**src/rtl/ex_pkg.sv**
```systemverilog
// -----------------------------------------------------------------------------
// ex_pkg: shared constants for the execute stage.
//   - OP_*      : 4-bit ARM data-processing opcodes
//   - COND_*    : 4-bit ARM condition field encodings
//   - FLAG_*    : bit positions of N, Z, C, V inside the NZCV register
//   - cond_pass : evaluates a condition field against an NZCV value
// -----------------------------------------------------------------------------
package ex_pkg;

    localparam logic [3:0] OP_AND = 4'h0;
    localparam logic [3:0] OP_EOR = 4'h1;
    localparam logic [3:0] OP_SUB = 4'h2;
    localparam logic [3:0] OP_RSB = 4'h3;
    localparam logic [3:0] OP_ADD = 4'h4;
    localparam logic [3:0] OP_ADC = 4'h5;
    localparam logic [3:0] OP_SBC = 4'h6;
    localparam logic [3:0] OP_RSC = 4'h7;
    localparam logic [3:0] OP_TST = 4'h8;
    localparam logic [3:0] OP_TEQ = 4'h9;
    localparam logic [3:0] OP_CMP = 4'hA;
    localparam logic [3:0] OP_CMN = 4'hB;
    localparam logic [3:0] OP_ORR = 4'hC;
    localparam logic [3:0] OP_MOV = 4'hD;
    localparam logic [3:0] OP_BIC = 4'hE;
    localparam logic [3:0] OP_MVN = 4'hF;

    localparam logic [3:0] COND_EQ = 4'h0;
    localparam logic [3:0] COND_NE = 4'h1;
    localparam logic [3:0] COND_CS = 4'h2;
    localparam logic [3:0] COND_CC = 4'h3;
    localparam logic [3:0] COND_MI = 4'h4;
    localparam logic [3:0] COND_PL = 4'h5;
    localparam logic [3:0] COND_VS = 4'h6;
    localparam logic [3:0] COND_VC = 4'h7;
    localparam logic [3:0] COND_HI = 4'h8;
    localparam logic [3:0] COND_LS = 4'h9;
    localparam logic [3:0] COND_GE = 4'hA;
    localparam logic [3:0] COND_LT = 4'hB;
    localparam logic [3:0] COND_GT = 4'hC;
    localparam logic [3:0] COND_LE = 4'hD;
    localparam logic [3:0] COND_AL = 4'hE;
    localparam logic [3:0] COND_NV = 4'hF;

    localparam int FLAG_N = 3;
    localparam int FLAG_Z = 2;
    localparam int FLAG_C = 1;
    localparam int FLAG_V = 0;

    function automatic logic cond_pass(input logic [3:0] cond, input logic [3:0] nzcv);
        logic n, z, c, v;
        n = nzcv[FLAG_N];
        z = nzcv[FLAG_Z];
        c = nzcv[FLAG_C];
        v = nzcv[FLAG_V];
        case (cond)
            COND_EQ: cond_pass = z;
            COND_NE: cond_pass = !z;
            COND_CS: cond_pass = c;
            COND_CC: cond_pass = !c;
            COND_MI: cond_pass = n;
            COND_PL: cond_pass = !n;
            COND_VS: cond_pass = v;
            COND_VC: cond_pass = !v;
            COND_HI: cond_pass = c && !z;
            COND_LS: cond_pass = !c || z;
            COND_GE: cond_pass = (n == v);
            COND_LT: cond_pass = (n != v);
            COND_GT: cond_pass = !z && (n == v);
            COND_LE: cond_pass = z || (n != v);
            COND_AL: cond_pass = 1'b1;
            default: cond_pass = 1'b0;   // COND_NV
        endcase
    endfunction

endpackage

```
**src/rtl/ex_stage_if.sv**
```systemverilog
// -----------------------------------------------------------------------------
// ex_stage_if: bundle between the ID/EX register, the forwarding sources and
// the EX/MEM outputs of ex_stage.
//   master : pipeline side (drives ID/EX controls/operands and forwarding data,
//            receives branch resolution, flags and EX/MEM outputs)
//   slave  : ex_stage itself
// Parameters: DW datapath width, AW register address width.
// -----------------------------------------------------------------------------
interface ex_stage_if #(
    parameter int DW = 32,
    parameter int AW = 4
);
    logic          EXMEMWrite;
    logic [3:0]    ALUOpE;
    logic          ALUSrcE, SvalueE, BranchE, RegWriteE, MemWriteE, MemtoRegE, CmpE;
    logic [3:0]    CondE;
    logic [DW-1:0] ExtImmE, RD1E, RD2E, PCPlus8E;
    logic [AW-1:0] ReadAddr1E, ReadAddr2E, WriteAddrE;
    logic [DW-1:0] ALUResultM_fb, ResultW;
    logic [AW-1:0] WriteAddrM_fb, WriteAddrW;
    logic          RegWriteM_fb, RegWriteW;

    logic          BranchTakenE;
    logic [DW-1:0] BranchTargetE;
    logic [3:0]    NZCV;
    logic [DW-1:0] ALUResultM, WriteDataM;
    logic [AW-1:0] WriteAddrM;
    logic          RegWriteM, MemWriteM, MemtoRegM;

    modport master (
        output EXMEMWrite, ALUOpE, ALUSrcE, SvalueE, BranchE, RegWriteE, MemWriteE,
               MemtoRegE, CmpE, CondE, ExtImmE, RD1E, RD2E, PCPlus8E,
               ReadAddr1E, ReadAddr2E, WriteAddrE, ALUResultM_fb, ResultW,
               WriteAddrM_fb, WriteAddrW, RegWriteM_fb, RegWriteW,
        input  BranchTakenE, BranchTargetE, NZCV, ALUResultM, WriteDataM,
               WriteAddrM, RegWriteM, MemWriteM, MemtoRegM
    );

    modport slave (
        input  EXMEMWrite, ALUOpE, ALUSrcE, SvalueE, BranchE, RegWriteE, MemWriteE,
               MemtoRegE, CmpE, CondE, ExtImmE, RD1E, RD2E, PCPlus8E,
               ReadAddr1E, ReadAddr2E, WriteAddrE, ALUResultM_fb, ResultW,
               WriteAddrM_fb, WriteAddrW, RegWriteM_fb, RegWriteW,
        output BranchTakenE, BranchTargetE, NZCV, ALUResultM, WriteDataM,
               WriteAddrM, RegWriteM, MemWriteM, MemtoRegM
    );
endinterface

```
**src/rtl/ex_alu.sv**
```systemverilog
// -----------------------------------------------------------------------------
// ex_alu: combinational 16-op ARM data-processing ALU.
//   op_i           : opcode (ex_pkg OP_*)
//   a_i, b_i       : operands
//   cin_i          : current carry flag (used by ADC/SBC/RSC)
//   result_o       : ALU result
//   n_o,z_o,c_o,v_o: flags derived from this operation
//   writes_flags_o : 1 when the op is arithmetic, i.e. c_o/v_o are meaningful;
//                    logical ops leave C and V to the caller's current flags
//   is_cmp_o       : TST/TEQ/CMP/CMN (flag-only ops, never write a register)
// -----------------------------------------------------------------------------
module ex_alu
    import ex_pkg::*;
#(
    parameter int DW = 32
) (
    input  logic [3:0]    op_i,
    input  logic [DW-1:0] a_i,
    input  logic [DW-1:0] b_i,
    input  logic          cin_i,
    output logic [DW-1:0] result_o,
    output logic          n_o,
    output logic          z_o,
    output logic          c_o,
    output logic          v_o,
    output logic          writes_flags_o,
    output logic          is_cmp_o
);

    logic [DW-1:0] x, y;
    logic          ci;
    logic          arith;
    logic [DW:0]   sum;

    // All arithmetic maps onto x + y + ci; subtraction is x + ~y + 1 so the
    // carry-out is the ARM "not borrow".
    always_comb begin
        x     = a_i;
        y     = b_i;
        ci    = 1'b0;
        arith = 1'b1;
        case (op_i)
            OP_SUB, OP_CMP: begin y = ~b_i; ci = 1'b1;  end
            OP_RSB:         begin x = b_i; y = ~a_i; ci = 1'b1; end
            OP_ADD, OP_CMN: begin ci = 1'b0; end
            OP_ADC:         begin ci = cin_i; end
            OP_SBC:         begin y = ~b_i; ci = cin_i; end
            OP_RSC:         begin x = b_i; y = ~a_i; ci = cin_i; end
            default:        arith = 1'b0;
        endcase
    end

    assign sum = {1'b0, x} + {1'b0, y} + {{DW{1'b0}}, ci};

    always_comb begin
        case (op_i)
            OP_AND, OP_TST: result_o = a_i & b_i;
            OP_EOR, OP_TEQ: result_o = a_i ^ b_i;
            OP_ORR:         result_o = a_i | b_i;
            OP_MOV:         result_o = b_i;
            OP_BIC:         result_o = a_i & ~b_i;
            OP_MVN:         result_o = ~b_i;
            default:        result_o = sum[DW-1:0];
        endcase
    end

    assign n_o            = result_o[DW-1];
    assign z_o            = (result_o == '0);
    assign c_o            = sum[DW];
    // Overflow: both adder inputs share a sign that the sum does not.
    assign v_o            = (x[DW-1] == y[DW-1]) && (sum[DW-1] != x[DW-1]);
    assign writes_flags_o = arith;
    assign is_cmp_o       = (op_i[3:2] == 2'b10);

endmodule

```
**src/rtl/ex_stage.sv**
```systemverilog
// -----------------------------------------------------------------------------
// ex_stage: ARM execute stage.
//   clk   : clock; all state updates on the falling edge
//   reset : asynchronous active-low reset
//   bus   : ex_stage_if.slave -- ID/EX controls and operands, MEM/WB
//           forwarding sources, branch resolution, NZCV and EX/MEM outputs
// Holds the NZCV register and the EX/MEM pipeline register. Conditional
// execution is checked against the flags of the previous instruction; a
// failed condition or EXMEMWrite==0 turns the instruction into a bubble.
// Build option: define EX_FORWARD_EN to enable MEM/WB operand forwarding;
// otherwise operands come straight from RD1E/RD2E and the forwarding inputs
// are ignored.
// -----------------------------------------------------------------------------
module ex_stage
    import ex_pkg::*;
#(
    parameter int DW = 32,
    parameter int AW = 4
) (
    input logic      clk,
    input logic      reset,
    ex_stage_if.slave bus
);

    logic [DW-1:0] src_a, src_b, op_b;
    logic [DW-1:0] alu_res;
    logic          alu_n, alu_z, alu_c, alu_v, alu_wf, alu_cmp;
    logic          cond_ok, flag_we, latch_en;
    logic [3:0]    nzcv_q, nzcv_d;

    logic [DW-1:0] alu_result_q, write_data_q;
    logic [AW-1:0] write_addr_q;
    logic          reg_write_q, mem_write_q, mem_to_reg_q;

`ifdef EX_FORWARD_EN
    // MEM has priority over WB; r15 reads as PC-relative data, never forwarded.
    always_comb begin
        src_a = bus.RD1E;
        if (bus.ReadAddr1E != {AW{1'b1}}) begin
            if (bus.RegWriteM_fb && (bus.WriteAddrM_fb == bus.ReadAddr1E))
                src_a = bus.ALUResultM_fb;
            else if (bus.RegWriteW && (bus.WriteAddrW == bus.ReadAddr1E))
                src_a = bus.ResultW;
        end
    end

    always_comb begin
        src_b = bus.RD2E;
        if (bus.ReadAddr2E != {AW{1'b1}}) begin
            if (bus.RegWriteM_fb && (bus.WriteAddrM_fb == bus.ReadAddr2E))
                src_b = bus.ALUResultM_fb;
            else if (bus.RegWriteW && (bus.WriteAddrW == bus.ReadAddr2E))
                src_b = bus.ResultW;
        end
    end
`else
    assign src_a = bus.RD1E;
    assign src_b = bus.RD2E;

    // Forwarding inputs stay on the interface but are not used in this build.
    logic unused_fwd;
    assign unused_fwd = ^{bus.ALUResultM_fb, bus.ResultW, bus.WriteAddrM_fb,
                          bus.WriteAddrW, bus.RegWriteM_fb, bus.RegWriteW,
                          bus.ReadAddr1E, bus.ReadAddr2E};
`endif

    assign op_b = bus.ALUSrcE ? bus.ExtImmE : src_b;

    ex_alu #(.DW(DW)) u_alu (
        .op_i           (bus.ALUOpE),
        .a_i            (src_a),
        .b_i            (op_b),
        .cin_i          (nzcv_q[FLAG_C]),
        .result_o       (alu_res),
        .n_o            (alu_n),
        .z_o            (alu_z),
        .c_o            (alu_c),
        .v_o            (alu_v),
        .writes_flags_o (alu_wf),
        .is_cmp_o       (alu_cmp)
    );

    assign cond_ok  = cond_pass(bus.CondE, nzcv_q);
    assign latch_en = bus.EXMEMWrite && cond_ok;
    assign flag_we  = (bus.SvalueE || bus.CmpE) && latch_en;

    // Logical ops keep the current C and V.
    assign nzcv_d = {alu_n, alu_z,
                     alu_wf ? alu_c : nzcv_q[FLAG_C],
                     alu_wf ? alu_v : nzcv_q[FLAG_V]};

    assign bus.BranchTakenE  = bus.BranchE && cond_ok;
    assign bus.BranchTargetE = bus.PCPlus8E + (bus.ExtImmE << 2);

    always_ff @(negedge clk or negedge reset) begin
        if (!reset) begin
            nzcv_q       <= 4'b0000;
            alu_result_q <= '0;
            write_data_q <= '0;
            write_addr_q <= '0;
            reg_write_q  <= 1'b0;
            mem_write_q  <= 1'b0;
            mem_to_reg_q <= 1'b0;
        end else begin
            if (flag_we)
                nzcv_q <= nzcv_d;
            if (latch_en) begin
                alu_result_q <= alu_res;
                write_data_q <= src_b;
                write_addr_q <= bus.WriteAddrE;
                reg_write_q  <= bus.RegWriteE && !alu_cmp;
                mem_write_q  <= bus.MemWriteE;
                mem_to_reg_q <= bus.MemtoRegE;
            end else begin
                alu_result_q <= '0;
                write_data_q <= '0;
                write_addr_q <= '0;
                reg_write_q  <= 1'b0;
                mem_write_q  <= 1'b0;
                mem_to_reg_q <= 1'b0;
            end
        end
    end

    assign bus.NZCV       = nzcv_q;
    assign bus.ALUResultM = alu_result_q;
    assign bus.WriteDataM = write_data_q;
    assign bus.WriteAddrM = write_addr_q;
    assign bus.RegWriteM  = reg_write_q;
    assign bus.MemWriteM  = mem_write_q;
    assign bus.MemtoRegM  = mem_to_reg_q;

endmodule
```
**src/flat_wrapper.sv**
```systemverilog
// flat-port wrapper written by rule: the top's interface ports become plain ports
module ex_stage_flat import ex_pkg::*;
#(
    parameter int DW = 32,
    parameter int AW = 4
)
  (clk, reset, bus_EXMEMWrite, bus_ALUOpE, bus_ALUSrcE, bus_SvalueE, bus_BranchE, bus_RegWriteE, bus_MemWriteE, bus_MemtoRegE, bus_CmpE, bus_CondE, bus_ExtImmE, bus_RD1E, bus_RD2E, bus_PCPlus8E, bus_ReadAddr1E, bus_ReadAddr2E, bus_WriteAddrE, bus_ALUResultM_fb, bus_ResultW, bus_WriteAddrM_fb, bus_WriteAddrW, bus_RegWriteM_fb, bus_RegWriteW, bus_BranchTakenE, bus_BranchTargetE, bus_NZCV, bus_ALUResultM, bus_WriteDataM, bus_WriteAddrM, bus_RegWriteM, bus_MemWriteM, bus_MemtoRegM);
  ex_stage_if #(.DW(DW), .AW(AW)) bus_i ();
  input logic clk;
  input logic reset;
  input wire logic [$bits(bus_i.EXMEMWrite)-1:0] bus_EXMEMWrite;
  input wire logic [$bits(bus_i.ALUOpE)-1:0] bus_ALUOpE;
  input wire logic [$bits(bus_i.ALUSrcE)-1:0] bus_ALUSrcE;
  input wire logic [$bits(bus_i.SvalueE)-1:0] bus_SvalueE;
  input wire logic [$bits(bus_i.BranchE)-1:0] bus_BranchE;
  input wire logic [$bits(bus_i.RegWriteE)-1:0] bus_RegWriteE;
  input wire logic [$bits(bus_i.MemWriteE)-1:0] bus_MemWriteE;
  input wire logic [$bits(bus_i.MemtoRegE)-1:0] bus_MemtoRegE;
  input wire logic [$bits(bus_i.CmpE)-1:0] bus_CmpE;
  input wire logic [$bits(bus_i.CondE)-1:0] bus_CondE;
  input wire logic [$bits(bus_i.ExtImmE)-1:0] bus_ExtImmE;
  input wire logic [$bits(bus_i.RD1E)-1:0] bus_RD1E;
  input wire logic [$bits(bus_i.RD2E)-1:0] bus_RD2E;
  input wire logic [$bits(bus_i.PCPlus8E)-1:0] bus_PCPlus8E;
  input wire logic [$bits(bus_i.ReadAddr1E)-1:0] bus_ReadAddr1E;
  input wire logic [$bits(bus_i.ReadAddr2E)-1:0] bus_ReadAddr2E;
  input wire logic [$bits(bus_i.WriteAddrE)-1:0] bus_WriteAddrE;
  input wire logic [$bits(bus_i.ALUResultM_fb)-1:0] bus_ALUResultM_fb;
  input wire logic [$bits(bus_i.ResultW)-1:0] bus_ResultW;
  input wire logic [$bits(bus_i.WriteAddrM_fb)-1:0] bus_WriteAddrM_fb;
  input wire logic [$bits(bus_i.WriteAddrW)-1:0] bus_WriteAddrW;
  input wire logic [$bits(bus_i.RegWriteM_fb)-1:0] bus_RegWriteM_fb;
  input wire logic [$bits(bus_i.RegWriteW)-1:0] bus_RegWriteW;
  output wire logic [$bits(bus_i.BranchTakenE)-1:0] bus_BranchTakenE;
  output wire logic [$bits(bus_i.BranchTargetE)-1:0] bus_BranchTargetE;
  output wire logic [$bits(bus_i.NZCV)-1:0] bus_NZCV;
  output wire logic [$bits(bus_i.ALUResultM)-1:0] bus_ALUResultM;
  output wire logic [$bits(bus_i.WriteDataM)-1:0] bus_WriteDataM;
  output wire logic [$bits(bus_i.WriteAddrM)-1:0] bus_WriteAddrM;
  output wire logic [$bits(bus_i.RegWriteM)-1:0] bus_RegWriteM;
  output wire logic [$bits(bus_i.MemWriteM)-1:0] bus_MemWriteM;
  output wire logic [$bits(bus_i.MemtoRegM)-1:0] bus_MemtoRegM;
  assign bus_i.EXMEMWrite = bus_EXMEMWrite;
  assign bus_i.ALUOpE = bus_ALUOpE;
  assign bus_i.ALUSrcE = bus_ALUSrcE;
  assign bus_i.SvalueE = bus_SvalueE;
  assign bus_i.BranchE = bus_BranchE;
  assign bus_i.RegWriteE = bus_RegWriteE;
  assign bus_i.MemWriteE = bus_MemWriteE;
  assign bus_i.MemtoRegE = bus_MemtoRegE;
  assign bus_i.CmpE = bus_CmpE;
  assign bus_i.CondE = bus_CondE;
  assign bus_i.ExtImmE = bus_ExtImmE;
  assign bus_i.RD1E = bus_RD1E;
  assign bus_i.RD2E = bus_RD2E;
  assign bus_i.PCPlus8E = bus_PCPlus8E;
  assign bus_i.ReadAddr1E = bus_ReadAddr1E;
  assign bus_i.ReadAddr2E = bus_ReadAddr2E;
  assign bus_i.WriteAddrE = bus_WriteAddrE;
  assign bus_i.ALUResultM_fb = bus_ALUResultM_fb;
  assign bus_i.ResultW = bus_ResultW;
  assign bus_i.WriteAddrM_fb = bus_WriteAddrM_fb;
  assign bus_i.WriteAddrW = bus_WriteAddrW;
  assign bus_i.RegWriteM_fb = bus_RegWriteM_fb;
  assign bus_i.RegWriteW = bus_RegWriteW;
  assign bus_BranchTakenE = bus_i.BranchTakenE;
  assign bus_BranchTargetE = bus_i.BranchTargetE;
  assign bus_NZCV = bus_i.NZCV;
  assign bus_ALUResultM = bus_i.ALUResultM;
  assign bus_WriteDataM = bus_i.WriteDataM;
  assign bus_WriteAddrM = bus_i.WriteAddrM;
  assign bus_RegWriteM = bus_i.RegWriteM;
  assign bus_MemWriteM = bus_i.MemWriteM;
  assign bus_MemtoRegM = bus_i.MemtoRegM;
  ex_stage #(.DW(DW), .AW(AW)) u_core (.clk(clk), .reset(reset), .bus(bus_i));
endmodule
```
**config.mk**
```make
export PLATFORM = sky130hd
export DESIGN_NAME = ex_stage_flat
export DESIGN_NICKNAME = d
export VERILOG_FILES = /design/src/rtl/ex_pkg.sv /design/src/rtl/ex_stage_if.sv /design/src/rtl/ex_alu.sv /design/src/rtl/ex_stage.sv /design/src/flat_wrapper.sv
export SDC_FILE = /design/constraint.sdc
export NUM_CORES = 1
export LEC_CHECK = 0
export BUFFER_PORTS_ARGS = -buffer_cell sky130_fd_sc_hd__buf_2
export CAP_MARGIN = 20
export CORE_UTILIZATION = 43
export DETAILED_ROUTE_END_ITERATION = 12
export HOLD_SLACK_MARGIN = 0.1
export PLACE_DENSITY_LB_ADDON = 0.08
export SKIP_CTS_REPAIR_TIMING = 1
export SLEW_MARGIN = 5
export SYNTH_ARGS = -nofsm -noshare
export SYNTH_HDL_FRONTEND = slang
export SYNTH_HIERARCHICAL = 1
export SYNTH_SLANG_ARGS = --single-unit
```
**constraint.sdc**
```tcl
create_clock -name clk -period 10.5 [get_ports clk]
set_clock_uncertainty 0.15 [all_clocks]
set_input_delay 0.525 -clock clk [delete_from_list [all_inputs] [get_ports clk]]
set_output_delay 0.525 -clock clk [all_outputs]
set_load 0.1 [all_outputs]
```
; Word-level counts from Yosys, hierarchy flattened
; Index checks and enable logic that the tools add are counted.
[totals]
inputBits = 232
output_inout_bits = 108
ff_bits = 75
word_cells = 90
[classes]
n_reduce_logical = 26
n_bitwise = 6
n_eq_ne = 34
n_addsub = 3
muxes = 13
[op_table]
columns = op, n
row1 = $pmux W32 S6, 1
row2 = $mux W32, 4
row3 = $and A32 B32 Y32, 2
row4 = $not A32 Y32, 2
row5 = $pmux W32 S2, 1
row6 = $eq A4 B4 Y1 const B, 15
row7 = $add A32 B32 Y33, 1
row8 = $add A33 B1 Y33, 1
row9 = $add A32 B32 Y32, 1
row10 = $eq A4 B3 Y1 const B, 8
row11 = $logic_not A32 Y1, 1
row12 = $or A32 B32 Y32, 1
row13 = $xor A32 B32 Y32, 1
row14 = $eq A4 B2 Y1 const B, 4
row15 = $pmux W1 S15, 1
row16 = $reduce_or A3 Y1, 3
row17 = $eq A4 B1 Y1 const B, 2
row18 = $logic_not A4 Y1, 2
row19 = $reduce_or A8 Y1, 1
row20 = $logic_and A1 B1 Y1, 7
row21 = $reduce_or A2 Y1, 3
row22 = $logic_not A1 Y1, 5
row23 = $mux W1, 4
row24 = $mux W4, 1
row25 = other kinds (6), 10

; Depth between registers and ports, before layout
[depth]
ltp_word = 7
depth_mapped = 25
depth_no_buf = 21

; By module
; Netlist, hierarchy kept.
[modules_own_cells]
columns = mod, n_inst, seq_area_each_um2, area_each_um2, cells_per_inst
row1 = ex_alu, 1, 0.0, 5202.5, 859
row2 = ex_stage, 1, 1876.8, 4697.0, 480

==> run_summary.xml <==
<?xml version="1.0" encoding="UTF-8"?>
<metrics>
  <group name="status">
    <metric name="result_of_the_run" unit="">completed</metric>
  </group>
  <group name="grt">
    <metric name="grt_first_pass_wirelength" unit="um">56000</metric>
    <metric name="vias_in_the_first_global_route" unit="">10300</metric>
    <metric name="grt.overflow.total" unit="">0</metric>
    <metric name="globalRouteTotalUtil" unit="">0.304</metric>
    <metric name="grt_start_max_net_pins" unit="">76</metric>
    <metric name="grt_antenna_before_repair" unit="">3</metric>
  </group>
  <group name="setup_path">
    <metric name="cp-end-kind" unit="">flop</metric>
    <metric name="crit_path_start_kind" unit="">input port</metric>
    <metric name="arrival_time_worst_endpoint" unit="ns">5.25</metric>
    <metric name="worstPathRequired" unit="ns">5.48</metric>
    <metric name="slowest_stage" unit="">sky130_fd_sc_hd__a211oi_2</metric>
    <metric name="critical-path-max-stage-delay" unit="ns">0.44</metric>
    <metric name="critPathTopFamily" unit="">compound AO/OA/AOI/OAI gates</metric>
    <metric name="count_of_buffer_and_inverter_cells_on_the_critical_path" unit="">4</metric>
    <metric name="cp_max_fo" unit="">17</metric>
    <metric name="cell_by_cell_trace_of_the_critical_path" unit="">buf_2 &gt; inv_1 &gt; nor2_1 &gt; buf_4 &gt; nand2_2 &gt; o21ai_0 &gt; fa_1 &gt; inv_1 &gt; fa_1 &gt; nand2b_1 &gt; a21oi_1 &gt; o21ai_1 &gt; a211oi_2 &gt; o21ai_1 &gt; o2111a_1 &gt; or3_1 &gt; a2111o_1 &gt; nor3_1 &gt; nand2_1 &gt; nor3_2 &gt; mux2_2</metric>
    <metric name="path_class" unit="">in2reg</metric>
  </group>
  <group name="cells_and_area">
    <metric name="area_growth_syn_to_layout" unit="%">22.6</metric>
    <metric name="drive_above_1_share" unit="">0.252</metric>
    <metric name="layout.nets" unit="">1935</metric>
    <metric name="final_design_area_no_fill" unit="sq um">12100</metric>
    <metric name="fillers" unit="">2282</metric>
  </group>
  <group name="detailed_routing">
    <metric name="met3WireLength" unit="um">2600</metric>
    <metric name="via_to_cell_ratio" unit="">5.78</metric>
    <metric name="m1WireLength" unit="um">15500</metric>
    <metric name="ant_nets" unit="">0</metric>
    <metric name="routed-wl-met2" unit="um">16800</metric>
    <metric name="drt-pass1-iter-count" unit="">5</metric>
    <metric name="route.detailed.wl_per_inst" unit="um">19.2</metric>
    <metric name="drt_drc_violations_left" unit="">0</metric>
    <metric name="vias" unit="">11000</metric>
    <metric name="drt_iter0_drc" unit="">770</metric>
    <metric name="drt-total-wl" unit="um">36500</metric>
    <metric name="highest_routed_metal_layer" unit="">met5</metric>
  </group>
  <group name="power">
    <metric name="power_switching_share" unit="">0.568</metric>
    <metric name="powerDensity" unit="nW/um^2">162</metric>
    <metric name="power.share.combinational" unit="">0.661</metric>
    <metric name="total_leakage_power" unit="nW">6.03</metric>
    <metric name="p_int" unit="mW">0.852</metric>
    <metric name="pwr-share-seq" unit="">0.183</metric>
    <metric name="ir_worst_vdd" unit="V">0.0000940</metric>
    <metric name="p_clk_frac" unit="">0.156</metric>
    <metric name="net_switching" unit="mW">1.12</metric>
  </group>
  <group name="synth">
    <metric name="ys_seq_area_frac" unit="">0.190</metric>
    <metric name="post_synth.cell_area_avg" unit="sq um">7.39</metric>
    <metric name="synth_seq_cells" unit="">75</metric>
    <metric name="synth_area" unit="sq um">9900</metric>
    <metric name="yosys.cell_types.count" unit="">81</metric>
    <metric name="synthDominantAreaCellType" unit="">sky130_fd_sc_hd__dfrtn_1</metric>
    <metric name="asyncSetResetFlopFracSynth" unit="">1.00</metric>
    <metric name="postSynthNetCount" unit="">1666</metric>
    <metric name="yosys-top-cells-area" unit="">sky130_fd_sc_hd__dfrtn_1 19%, sky130_fd_sc_hd__ha_1 12%, sky130_fd_sc_hd__o21ai_0 8.5%, sky130_fd_sc_hd__nand2_1 5.8%, sky130_fd_sc_hd__a21oi_1 5.6%</metric>
    <metric name="ys.flop_type" unit="">sky130_fd_sc_hd__dfrtn_1</metric>
    <metric name="yosys_warnings" unit="">6</metric>
    <metric name="edff_count_synth" unit="">0</metric>
    <metric name="synth_top_area_share" unit="">0.190</metric>
    <metric name="synthesis.instances" unit="">1339</metric>
  </group>
  <group name="place">
    <metric name="io_buffers" unit="">253</metric>
    <metric name="detailed_place.area" unit="sq um">11800</metric>
    <metric name="globalplace.congestion" unit="">0.924</metric>
    <metric name="pre_cts_slack" unit="ns">0.0196</metric>
    <metric name="hpwlAfterDp" unit="um">28300</metric>
  </group>
  <group name="floorplanning">
    <metric name="floorplan.rows" unit="">55</metric>
    <metric name="floorplan.die.height" unit="um">154</metric>
    <metric name="floorplan.io_pins" unit="">340</metric>
    <metric name="design.die.area" unit="sq um">23600</metric>
    <metric name="coreArea" unit="sq um">22600</metric>
    <metric name="initial_core_util" unit="">0.437</metric>
    <metric name="die_x" unit="um">154</metric>
  </group>
  <group name="worst_hold_path">
    <metric name="hold_path_class" unit="">reg2reg</metric>
  </group>
  <group name="timing">
    <metric name="grt_setup_unrepaired" unit="">no</metric>
    <metric name="timing_worst_slew_pin_value" unit="ns">0.974</metric>
    <metric name="hold_viol" unit="">0</metric>
    <metric name="worst_slack" unit="ns">0.236</metric>
    <metric name="fin_tns_setup" unit="ns">0</metric>
    <metric name="relSlewSlack" unit="">0.348</metric>
    <metric name="setup-violations-final" unit="">0</metric>
    <metric name="slew_violations" unit="">0</metric>
  </group>
  <group name="clock_network">
    <metric name="cts_buffers" unit="">9</metric>
    <metric name="buffer_type_at_the_clock_tree_root" unit="">sky130_fd_sc_hd__clkbuf_16</metric>
    <metric name="cts_num_sinks" unit="">75</metric>
    <metric name="clk_latency" unit="ns">0.35</metric>
    <metric name="cts_buffer_depth" unit="">2</metric>
    <metric name="tritoncts" unit="">done</metric>
    <metric name="htree_levels" unit="">3</metric>
    <metric name="cts.reportedPaths.clkPinSlew" unit="ns">0.05</metric>
  </group>
  <group name="flow_run">
    <metric name="cap_viol_max_count" unit="">0</metric>
  </group>
</metrics>
## sequential cells by signal (all words and copies together), names as in the netlist
| signal | count |
|---|---|
| u_core/bus.ALUResultM | 32 |
| u_core/bus.MemWriteM | 1 |
| u_core/bus.MemtoRegM | 1 |
| u_core/bus.NZCV | 4 |
| u_core/bus.RegWriteM | 1 |
| u_core/bus.WriteAddrM | 4 |
| u_core/bus.WriteDataM | 32 |
## power groups by stage
stage               combinational, mW  clock [mW]  sequential, mW
global route                     1.39       0.328           0.364
CTS                              1.30       0.318           0.360
finish                           1.30       0.308           0.360
detailed placement               1.29           0           0.364
floorplan                       0.698           0           0.661
global placement                 1.29           0           0.363
## area by class of cell
| cell class | count | area (sq um) | share of cell area |
|---|---|---|---|
| Antenna cell | 3 | 7.51 | 0.000618 |
| Clock buffer | 10 | 229 | 0.0189 |
| Clock inverter | 6 | 47.5 | 0.00392 |
| Inverter | 87 | 327 | 0.0269 |
| Multi-Input combinational cell | 1099 | 7340 | 0.605 |
| Sequential cell | 75 | 1880 | 0.155 |
| Tap cell | 285 | 357 | 0.0294 |
| Timing Repair Buffer | 336 | 1950 | 0.161 |
## cell usage in the layout, fill, tap and decap left out, types with 5 or more instances in the layout
cell and instances:
sky130_fd_sc_hd__mux2i_1 15, sky130_fd_sc_hd__buf_4 79, sky130_fd_sc_hd__o22ai_1 11, sky130_fd_sc_hd__xnor2_1 43, sky130_fd_sc_hd__nor2b_1 14, sky130_fd_sc_hd__a211o_1 6, sky130_fd_sc_hd__or3_1 5, sky130_fd_sc_hd__xor2_1 19
sky130_fd_sc_hd__a21oi_1 110, sky130_fd_sc_hd__nand4_1 7, sky130_fd_sc_hd__nor3_1 16, sky130_fd_sc_hd__o21ai_0 168, sky130_fd_sc_hd__nor2_1 62, sky130_fd_sc_hd__dfrtn_1 75, sky130_fd_sc_hd__and3b_1 5, sky130_fd_sc_hd__o21a_1 7
sky130_fd_sc_hd__nand2_1 153, sky130_fd_sc_hd__a21o_1 23, sky130_fd_sc_hd__o21bai_1 7, sky130_fd_sc_hd__nor4_1 12, sky130_fd_sc_hd__mux2_2 37, sky130_fd_sc_hd__o221ai_1 10, sky130_fd_sc_hd__inv_1 86, sky130_fd_sc_hd__a31oi_1 17
sky130_fd_sc_hd__a211oi_1 13, sky130_fd_sc_hd__nand2b_1 10, sky130_fd_sc_hd__and2_1 76, sky130_fd_sc_hd__a221oi_1 6, sky130_fd_sc_hd__o31ai_1 9, sky130_fd_sc_hd__a221o_1 5, sky130_fd_sc_hd__clkbuf_16 9, sky130_fd_sc_hd__o211ai_1 17
sky130_fd_sc_hd__buf_2 252, sky130_fd_sc_hd__ha_1 92, sky130_fd_sc_hd__nand3_1 32
## cells in the mapped netlist, drive strengths merged (5+ instances only)
| cell | instances |
|---|---|
| a31oi | 17 |
| nor2b | 14 |
| nand2b | 10 |
| clkbuf | 50 |
| a21oi | 110 |
| o21a | 7 |
| o211ai | 18 |
| and2 | 78 |
| o31ai | 9 |
| nor2 | 62 |
| or3 | 5 |
| nand2 | 156 |
| a21o | 23 |
| a32oi | 5 |
| o21bai | 7 |
| a221o | 5 |
| buf | 28 |
| o21ai | 172 |
| mux2 | 38 |
| nand4 | 7 |
| a221oi | 6 |
| o311ai | 5 |
| and3b | 5 |
| xor2 | 19 |
| dfrtn | 75 |
| o22ai | 11 |
| nor4 | 13 |
| nor3 | 18 |
| a211oi | 14 |
| xnor2 | 43 |
| or2 | 6 |
| inv | 87 |
| nand3 | 33 |
| a211o | 6 |
| ha | 92 |
| o221ai | 10 |
| mux2i | 15 |
## metrics by stage
step | cells | hold WS [ns] | util | power, mW
2_1_floorplan | 1339 | 1.10 | - | 1.36
3_3_place_gp | 1879 | 0.456 | 0.521 | 1.65
3_5_place_dp | 1880 | 0.469 | 0.522 | 1.66
4_1_cts | 1896 | 0.469 | 0.534 | 1.97
5_1_grt | 1900 | 0.512 | 0.536 | 2.08
6_report | 1901 | 0.476 | 0.536 | 1.97
## logic make-up after synthesis
kind of cell	share of synthesized area
xor gates and xnor gates	0.0549
adders and majority gates	0.122
muxes	0.0588
AOI/OAI and AO/OA	0.291
DFF	0.190
buffers and inverters	0.0693
and+or+nand+nor	0.214
## final timing paths
check,cells past startpoint,endpoint,slack [ns],from
min in group asynchronous,1,u_core/bus.ALUResultM[24],5.05,reset
worst max register to register,19,u_core/bus.NZCV[2],5.80,u_core/bus.NZCV[1]
worst max-delay path,21,u_core/bus.NZCV[2],0.24,bus_ALUOpE[0]
worst min-delay path,1,u_core/bus.NZCV[2],0.48,u_core/bus.NZCV[2]
worst min register to register,1,u_core/bus.NZCV[2],0.48,u_core/bus.NZCV[2]
max in group asynchronous,2,u_core/bus.ALUResultM[7],4.52,reset
## per-layer routing
layer | vias to the layer above | global-route usage
met5 | - | 0
met1 | 5063 | 0.381
li1 | 5390 | -
met2 | 450 | 0.505
met4 | 2 | 0.138
met3 | 76 | 0.0552
Note: power is estimated with default switching activity, not from simulation.
